--- config.mk ---
export PLATFORM = sky130hd
export DESIGN_NAME = count_seq_ctrl_flat
export DESIGN_NICKNAME = d
export VERILOG_FILES = /design/src/rtl/count_seq_ctrl_pkg.sv /design/src/rtl/count_seq_ctrl_if.sv /design/src/rtl/count_seq_ctrl_prescaler.sv /design/src/rtl/count_seq_ctrl.sv /design/src/flat_wrapper.sv
export SDC_FILE = /design/constraint.sdc
export NUM_CORES = 1
export LEC_CHECK = 0
export CAP_MARGIN = 20
export CORE_ASPECT_RATIO = 0.8
export CORE_UTILIZATION = 34
export CTS_BUF_LIST = sky130_fd_sc_hd__clkbuf_16
export CTS_CLUSTER_DIAMETER = 30
export DETAILED_ROUTE_END_ITERATION = 10
export HOLD_SLACK_MARGIN = 0.02
export REMOVE_ABC_BUFFERS = 1
export SYNTH_ARGS = -nofsm -noshare
export SYNTH_HDL_FRONTEND = slang
export SYNTH_SLANG_ARGS = --single-unit
--- constraint.sdc ---
create_clock -name clk -period 6.2 [get_ports clk]
set_clock_uncertainty 0.1 [all_clocks]
set_input_delay 0.93 -clock clk [delete_from_list [all_inputs] [get_ports clk]]
set_output_delay 0.93 -clock clk [all_outputs]
set_load 0.02 [all_outputs]
--- src/rtl/count_seq_ctrl_pkg.sv ---
// Shared state encoding for the count sequence controller.
// Optional build macro COUNT_DOWN_EN adds a count-direction input (see count_seq_ctrl).
package count_seq_pkg;
   localparam int STATE_W = 2;
   typedef logic [STATE_W-1:0] state_t;

   localparam state_t ST_IDLE  = 2'b00;
   localparam state_t ST_RUN   = 2'b01;
   localparam state_t ST_PAUSE = 2'b10;
   localparam state_t ST_DONE  = 2'b11;
endpackage

--- src/rtl/count_seq_ctrl_if.sv ---
// Command/status bundle between a CPU-style master and the count sequence controller.
// With COUNT_DOWN_EN defined, the bundle also carries the count direction bit.
interface count_seq_ctrl_if
   import count_seq_pkg::*;
#(
   parameter int WIDTH      = 4,
   parameter int PRESCALE_W = 4
);
   // Commands are level-sampled on every rising clk edge (no handshake); the
   // master holds cmd_start/cmd_stop for one clock to issue a single command.
   logic                  cmd_start;
   logic                  cmd_stop;
   logic                  mode_reload;
   logic [WIDTH-1:0]      load_val;
   logic [WIDTH-1:0]      terminal;
   logic [PRESCALE_W-1:0] presc;
`ifdef COUNT_DOWN_EN
   logic                  dir;
`endif
   logic [WIDTH-1:0]      count;
   logic [STATE_W-1:0]    state;
   logic                  busy;
   logic                  done;

   modport master (
`ifdef COUNT_DOWN_EN
      output dir,
`endif
      output cmd_start, cmd_stop, mode_reload, load_val, terminal, presc,
      input  count, state, busy, done
   );

   modport slave (
`ifdef COUNT_DOWN_EN
      input  dir,
`endif
      input  cmd_start, cmd_stop, mode_reload, load_val, terminal, presc,
      output count, state, busy, done
   );
endinterface

--- src/rtl/count_seq_ctrl_prescaler.sv ---
// Clock prescaler: emits an advance strobe every presc+1 clocks while run is high.
// clr restarts the divider and takes priority over run; the value freezes while run is low.
module count_prescaler #(
   parameter int PRESCALE_W = 4
) (
   input  logic                  clk,
   input  logic                  reset,
   input  logic                  run,
   input  logic                  clr,
   input  logic [PRESCALE_W-1:0] presc,
   output logic                  advance
);
   logic [PRESCALE_W-1:0] r_cnt;
   logic                  w_hit;

   assign w_hit   = (r_cnt == presc);
   assign advance = run & ~clr & w_hit;

   always_ff @(posedge clk or posedge reset) begin
      if (reset) begin
         r_cnt <= '0;
      end else if (clr) begin
         r_cnt <= '0;
      end else if (run) begin
         if (w_hit) r_cnt <= '0;
         else       r_cnt <= r_cnt + PRESCALE_W'(1);
      end
   end
endmodule

--- src/rtl/count_seq_ctrl.sv ---
// Run/pause/stop controller owning the event count register, terminal compare and done pulse.
// Define COUNT_DOWN_EN to add the dir input (1 = decrement); default build counts up only.
module count_seq_ctrl
   import count_seq_pkg::*;
#(
   parameter int WIDTH      = 4,
   parameter int PRESCALE_W = 4
) (
   input logic             clk,
   input logic             reset,
   count_seq_ctrl_if.slave bus
);
   state_t           r_state;
   state_t           w_next_state;
   logic [WIDTH-1:0] r_count;
   logic             r_done;

   logic             w_run;
   logic             w_load;
   logic             w_advance;
   logic [WIDTH-1:0] w_step;
   logic             w_match;

   assign w_run  = (r_state == ST_RUN);
   // Stop wins over start, so a simultaneous pair never launches a run.
   assign w_load = ((r_state == ST_IDLE) || (r_state == ST_DONE)) &&
                   bus.cmd_start && !bus.cmd_stop;

   count_prescaler #(
      .PRESCALE_W (PRESCALE_W)
   ) u_prescaler (
      .clk     (clk),
      .reset   (reset),
      .run     (w_run),
      .clr     (w_load),
      .presc   (bus.presc),
      .advance (w_advance)
   );

`ifdef COUNT_DOWN_EN
   assign w_step = bus.dir ? (r_count - WIDTH'(1)) : (r_count + WIDTH'(1));
`else
   assign w_step = r_count + WIDTH'(1);
`endif

   // Compare only the advanced value; a load never produces a match.
   assign w_match = w_advance && (w_step == bus.terminal);

   always_ff @(posedge clk or posedge reset) begin
      if (reset) r_state <= ST_IDLE;
      else       r_state <= w_next_state;
   end

   always_comb begin
      w_next_state = r_state;
      case (r_state)
         ST_IDLE, ST_DONE: begin
            if (w_load) w_next_state = ST_RUN;
         end
         ST_RUN: begin
            // A one-shot match completes before any stop in the same cycle.
            if (w_match && !bus.mode_reload) w_next_state = ST_DONE;
            else if (bus.cmd_stop)           w_next_state = ST_PAUSE;
         end
         ST_PAUSE: begin
            if (bus.cmd_stop)       w_next_state = ST_IDLE;
            else if (bus.cmd_start) w_next_state = ST_RUN;
         end
         default: w_next_state = ST_IDLE;
      endcase
   end

   always_ff @(posedge clk or posedge reset) begin
      if (reset) begin
         r_count <= '0;
         r_done  <= 1'b0;
      end else begin
         r_done <= w_match;
         if (w_load) begin
            r_count <= bus.load_val;
         end else if (w_advance) begin
            if (w_match && bus.mode_reload) r_count <= bus.load_val;
            else                            r_count <= w_step;
         end
      end
   end

   always_comb begin
      bus.count = r_count;
      bus.state = r_state;
      bus.done  = r_done;
      bus.busy  = (r_state == ST_RUN) || (r_state == ST_PAUSE);
   end
endmodule

--- src/flat_wrapper.sv ---
// flat-port wrapper written by rule: the top's interface ports become plain ports
module count_seq_ctrl_flat import count_seq_pkg::*;
#(
   parameter int WIDTH      = 4,
   parameter int PRESCALE_W = 4
)
  (clk, reset, bus_cmd_start, bus_cmd_stop, bus_mode_reload, bus_load_val, bus_terminal, bus_presc, bus_count, bus_state, bus_busy, bus_done);
  count_seq_ctrl_if #(.WIDTH(WIDTH), .PRESCALE_W(PRESCALE_W)) bus_i ();
  input logic clk;
  input logic reset;
  input wire logic [$bits(bus_i.cmd_start)-1:0] bus_cmd_start;
  input wire logic [$bits(bus_i.cmd_stop)-1:0] bus_cmd_stop;
  input wire logic [$bits(bus_i.mode_reload)-1:0] bus_mode_reload;
  input wire logic [$bits(bus_i.load_val)-1:0] bus_load_val;
  input wire logic [$bits(bus_i.terminal)-1:0] bus_terminal;
  input wire logic [$bits(bus_i.presc)-1:0] bus_presc;
  output wire logic [$bits(bus_i.count)-1:0] bus_count;
  output wire logic [$bits(bus_i.state)-1:0] bus_state;
  output wire logic [$bits(bus_i.busy)-1:0] bus_busy;
  output wire logic [$bits(bus_i.done)-1:0] bus_done;
  assign bus_i.cmd_start = bus_cmd_start;
  assign bus_i.cmd_stop = bus_cmd_stop;
  assign bus_i.mode_reload = bus_mode_reload;
  assign bus_i.load_val = bus_load_val;
  assign bus_i.terminal = bus_terminal;
  assign bus_i.presc = bus_presc;
  assign bus_count = bus_i.count;
  assign bus_state = bus_i.state;
  assign bus_busy = bus_i.busy;
  assign bus_done = bus_i.done;
  count_seq_ctrl #(.WIDTH(WIDTH), .PRESCALE_W(PRESCALE_W)) u_core (.clk(clk), .reset(reset), .bus(bus_i));
endmodule
==> out/results.tsv <==
stage	metric	value	unit
setup_path	CP max FO	10	
cts	Post-CTS Setup Repair Bufs	0	
place	DPL Wire Length	1561	microns
timing	final hold slack	0.4526	ns
setup_path	critical path buffer and inverter count	2	
timing	count of pins over their slew limit	0	
synth	mapped cell area	948.4	sq um
finish	Area Growth Syn to Fin	34.17	%
cts	Clock Latency Late Sink	0.24	ns
timing	Final Setup Violations	0	
synth	cell taking the most area after synthesis	dfrtp_1	
global_routing	largest net degree at the start of global routing	14	
place	Port Buffers	24	
cts	CTS tree	done	
floorplanning	Die Area	3006	sq um
synth	Syn. warnings	0	
synth	Seq cells post-synth	11	
power_and_ir_drop	clock network power share	0.187	
cts	CTS clock-pin slew for the worst setup and hold paths	0.04	ns
cts	hold_buf cts	0	
drt	Initial DRC Count	28	
timing	TNS Setup	0	ns
power_and_ir_drop	internal power	0.3665	mW
finish	commonest non-fill, non-tap cell in the layout	clkdlybuf4s50_1	
cts	clk sinks	11	
drt	average wire per standard cell	13.09	microns
setup_path	max incr delay on CP	0.42	ns
synth	share of the synthesized area in the top cell type	0.2902	
drt	DRC	0	
finish	ant diodes	0	
place	GPL Wtd Cong	0.7215	
global_routing	first-pass GRT wire length	3381	microns
power_and_ir_drop	register share of total power	0.227	
synth	Gate Count Post-Synth	99	
cts	Root Buffer	clkbuf_16	
floorplanning	starting density of the core	0.3730	
drt	DR vias	811	
cts	H-tree Lvls	1	
floorplanning	core area	2542	sq um
global_routing	initial antenna violation count	0	
finish	share of post-route cells with drive strength above 1	0.09677	
worst_hold_path	Hold Path Class	reg2reg	
cts	CTS resizes	0	
drt	post-route ant nets	0	
status	status	complete, no violations	
timing	period utilization	0.4614	
synth	mux contribution to synthesized area	0.02111	
power_and_ir_drop	switching part of the total	0.4150	
setup_path	Critical Path, Cell by Cell	clkdlybuf4s50_1 -> xor2_1 -> nor4_2 -> buf_4 -> and2_1 -> a2bb2oi_1 -> o211ai_1	
synth	Synth Area per Inst	9.580	sq um
power_and_ir_drop	NetSw	0.2600	mW
synth	sequential area share after synthesis	0.2902	
timing	Worst-Margin Slew	0.4602	ns
setup_path	crit start category	primary input	
power_and_ir_drop	Cell Pwr Density	492.4	nW/um^2
synth	ys flop type	dfrtp_1	
finish	most frequent cells in the layout	clkdlybuf4s50_1, dfrtp_1, nor2_1	
floorplanning	Vert. Die Dim	49.24	microns
synth	Synth Area in Compound Gates	0.1372	
timing	final hold violation count	0	
floorplanning	Die W	61.05	microns
floorplanning	num rows	16	
synth	count of different cell masters after synthesis	41	
finish	nets@finish	147	
setup_path	Crit. End Element	flip-flop	
synth	main combinational cell family by area after synthesis	simple AND/OR/NAND/NOR gates	
setup_path	Req. time, crit path	6.20	ns
global_routing	Global Route Usage Sum	0.1529	
cts	Max Root-Sink Buffers	2	
setup_path	CP delay by family, top	simple AND/OR/NAND/NOR gates	
timing	Highest Clock Rate	349.6	MHz
global_routing	vias in the first global route	764	
power_and_ir_drop	LEAKAGE	0.5600	nW
setup_path	crit path DAT	2.87	ns
drt	drt pass-1 iters	4	
synth	post-synthesis adder-cell area fraction	0.06596	
synth	EDFF count, synth	0	
timing	Max-slew headroom	0.6929	
synth	synth top area cells	dfrtp_1, ha_1, xor2_1, nor2_1, bufbuf_16	
timing	min Tclk post-route	2.861	ns
drt	final WL	2094	microns
timing	RSZ-0062 raised after global routing	false	
synth	Synth Area in Simple Gates	0.2942	
flow_run	max-cap viol count	0	
setup_path	slowest cell on the critical path	nor4_2	
synth	XOR/XNOR Fraction of Synth Area	0.1174	
power_and_ir_drop	Gate power share	0.585	
drt	via/cell ratio	5.069	
synth	fraction of registers with async set or reset after synthesis	1.000	
cts	CTS Buf Count	3	
global_routing	gr ovfl total	0	
floorplanning	# IOs	25	
setup_path	CP Class	in2reg	
power_and_ir_drop	Max VDD drop	218.2	uV
[stage by stage]
step / instance area (sq um) / setup WS [ns] / utilization / power (mW) / cells
4_1_cts: 1265 / 2.981 / 0.4975 / 0.6289 / 159
3_5_place_dp: 1186 / 2.740 / 0.4665 / 0.5058 / 155
5_1_grt: 1272 / 3.219 / 0.5005 / 0.6774 / 160
2_1_floorplan: 900.9 / 3.549 / - / 0.3995 / 95
6_report: 1272 / 3.339 / 0.5005 / 0.6266 / 160
3_3_place_gp: 1186 / 2.839 / 0.4665 / 0.5023 / 155
[power groups by stage]
| stage | Sequential [mW] | Combinational, mW | Clock (mW) |
|---|---|---|---|
| 5_1_grt | 0.150 | 0.404 | 0.124 |
| 2_1_floorplan | 0.157 | 0.242 | 0 |
| 4_1_cts | 0.142 | 0.366 | 0.120 |
| 3_5_place_dp | 0.143 | 0.363 | 0 |
| 6_report | 0.142 | 0.367 | 0.117 |
| 3_3_place_gp | 0.144 | 0.358 | 0 |
[logic make-up (layout without fill, tap and decap cells)]
logic type,after synthesis,count (layout)
xor gates and xnor gates,10,10
and+or+nand+nor,42,42
buffers and inverters,10,35
DFF,11,11
AOI/OAI and AO/OA,19,19
muxes,2,2
adders and majority gates,5,5
[path summary, 6_finish.rpt]
kind                                             start                          end  slack, ns  cells after the start
setup reg to reg                   u_core.bus.count[0]          u_core.bus.count[0]       3.88                      6
max in group asynchronous                        reset  u_core.u_prescaler.r_cnt[2]       4.78                      2
min in group asynchronous                        reset  u_core.u_prescaler.r_cnt[3]       0.91                      2
hold reg to reg            u_core.u_prescaler.r_cnt[3]  u_core.u_prescaler.r_cnt[3]       0.45                      2
setup / recovery                          bus_presc[1]          u_core.bus.count[3]       3.34                      7
hold / removal             u_core.u_prescaler.r_cnt[3]  u_core.u_prescaler.r_cnt[3]       0.45                      2
[final cells by class]
type / instances / area, sq um
Timing Repair Buffer: 25 / 247.7
Clock buffer: 3 / 75.07
Sequential cell: 11 / 275.3
Tap cell: 36 / 45.04
Inverter: 6 / 22.52
Multi-Input combinational cell: 78 / 603.1
Fill cell: 256 / 1270
Clock inverter: 1 / 3.754
[worst min-delay path, cell delays in order, from the launching register on]
cell and delay, ns:
dfrtp_1 0.37, a21oi_1 0.07, nor2_1 0.07
[flip-flops by register name, indices dropped and copies added (netlist names)]
signal,cells
u_core.bus.state,2
u_core.u_prescaler.r_cnt,4
u_core.bus.count,4
u_core.bus.done,1
[synthesized netlist by cell type (all sizes together), types with 3 or more instances]
library cell and instances:
nand2 7, a21o 3, nor2 9, xnor2 4, a21oi 5, xor2 5, inv 6, nand4 3
dfrtp 11, ha 5
[per-layer routing]
layer	global-route usage	share of wire	up-vias
li1	-	-	402
met1	0.2195	0.48	382
met2	0.2210	0.46	27
met3	0.04775	0.064	0
met4	0.03409	0	0
met5	0	0	-
(Power assumes the default switching activity.)
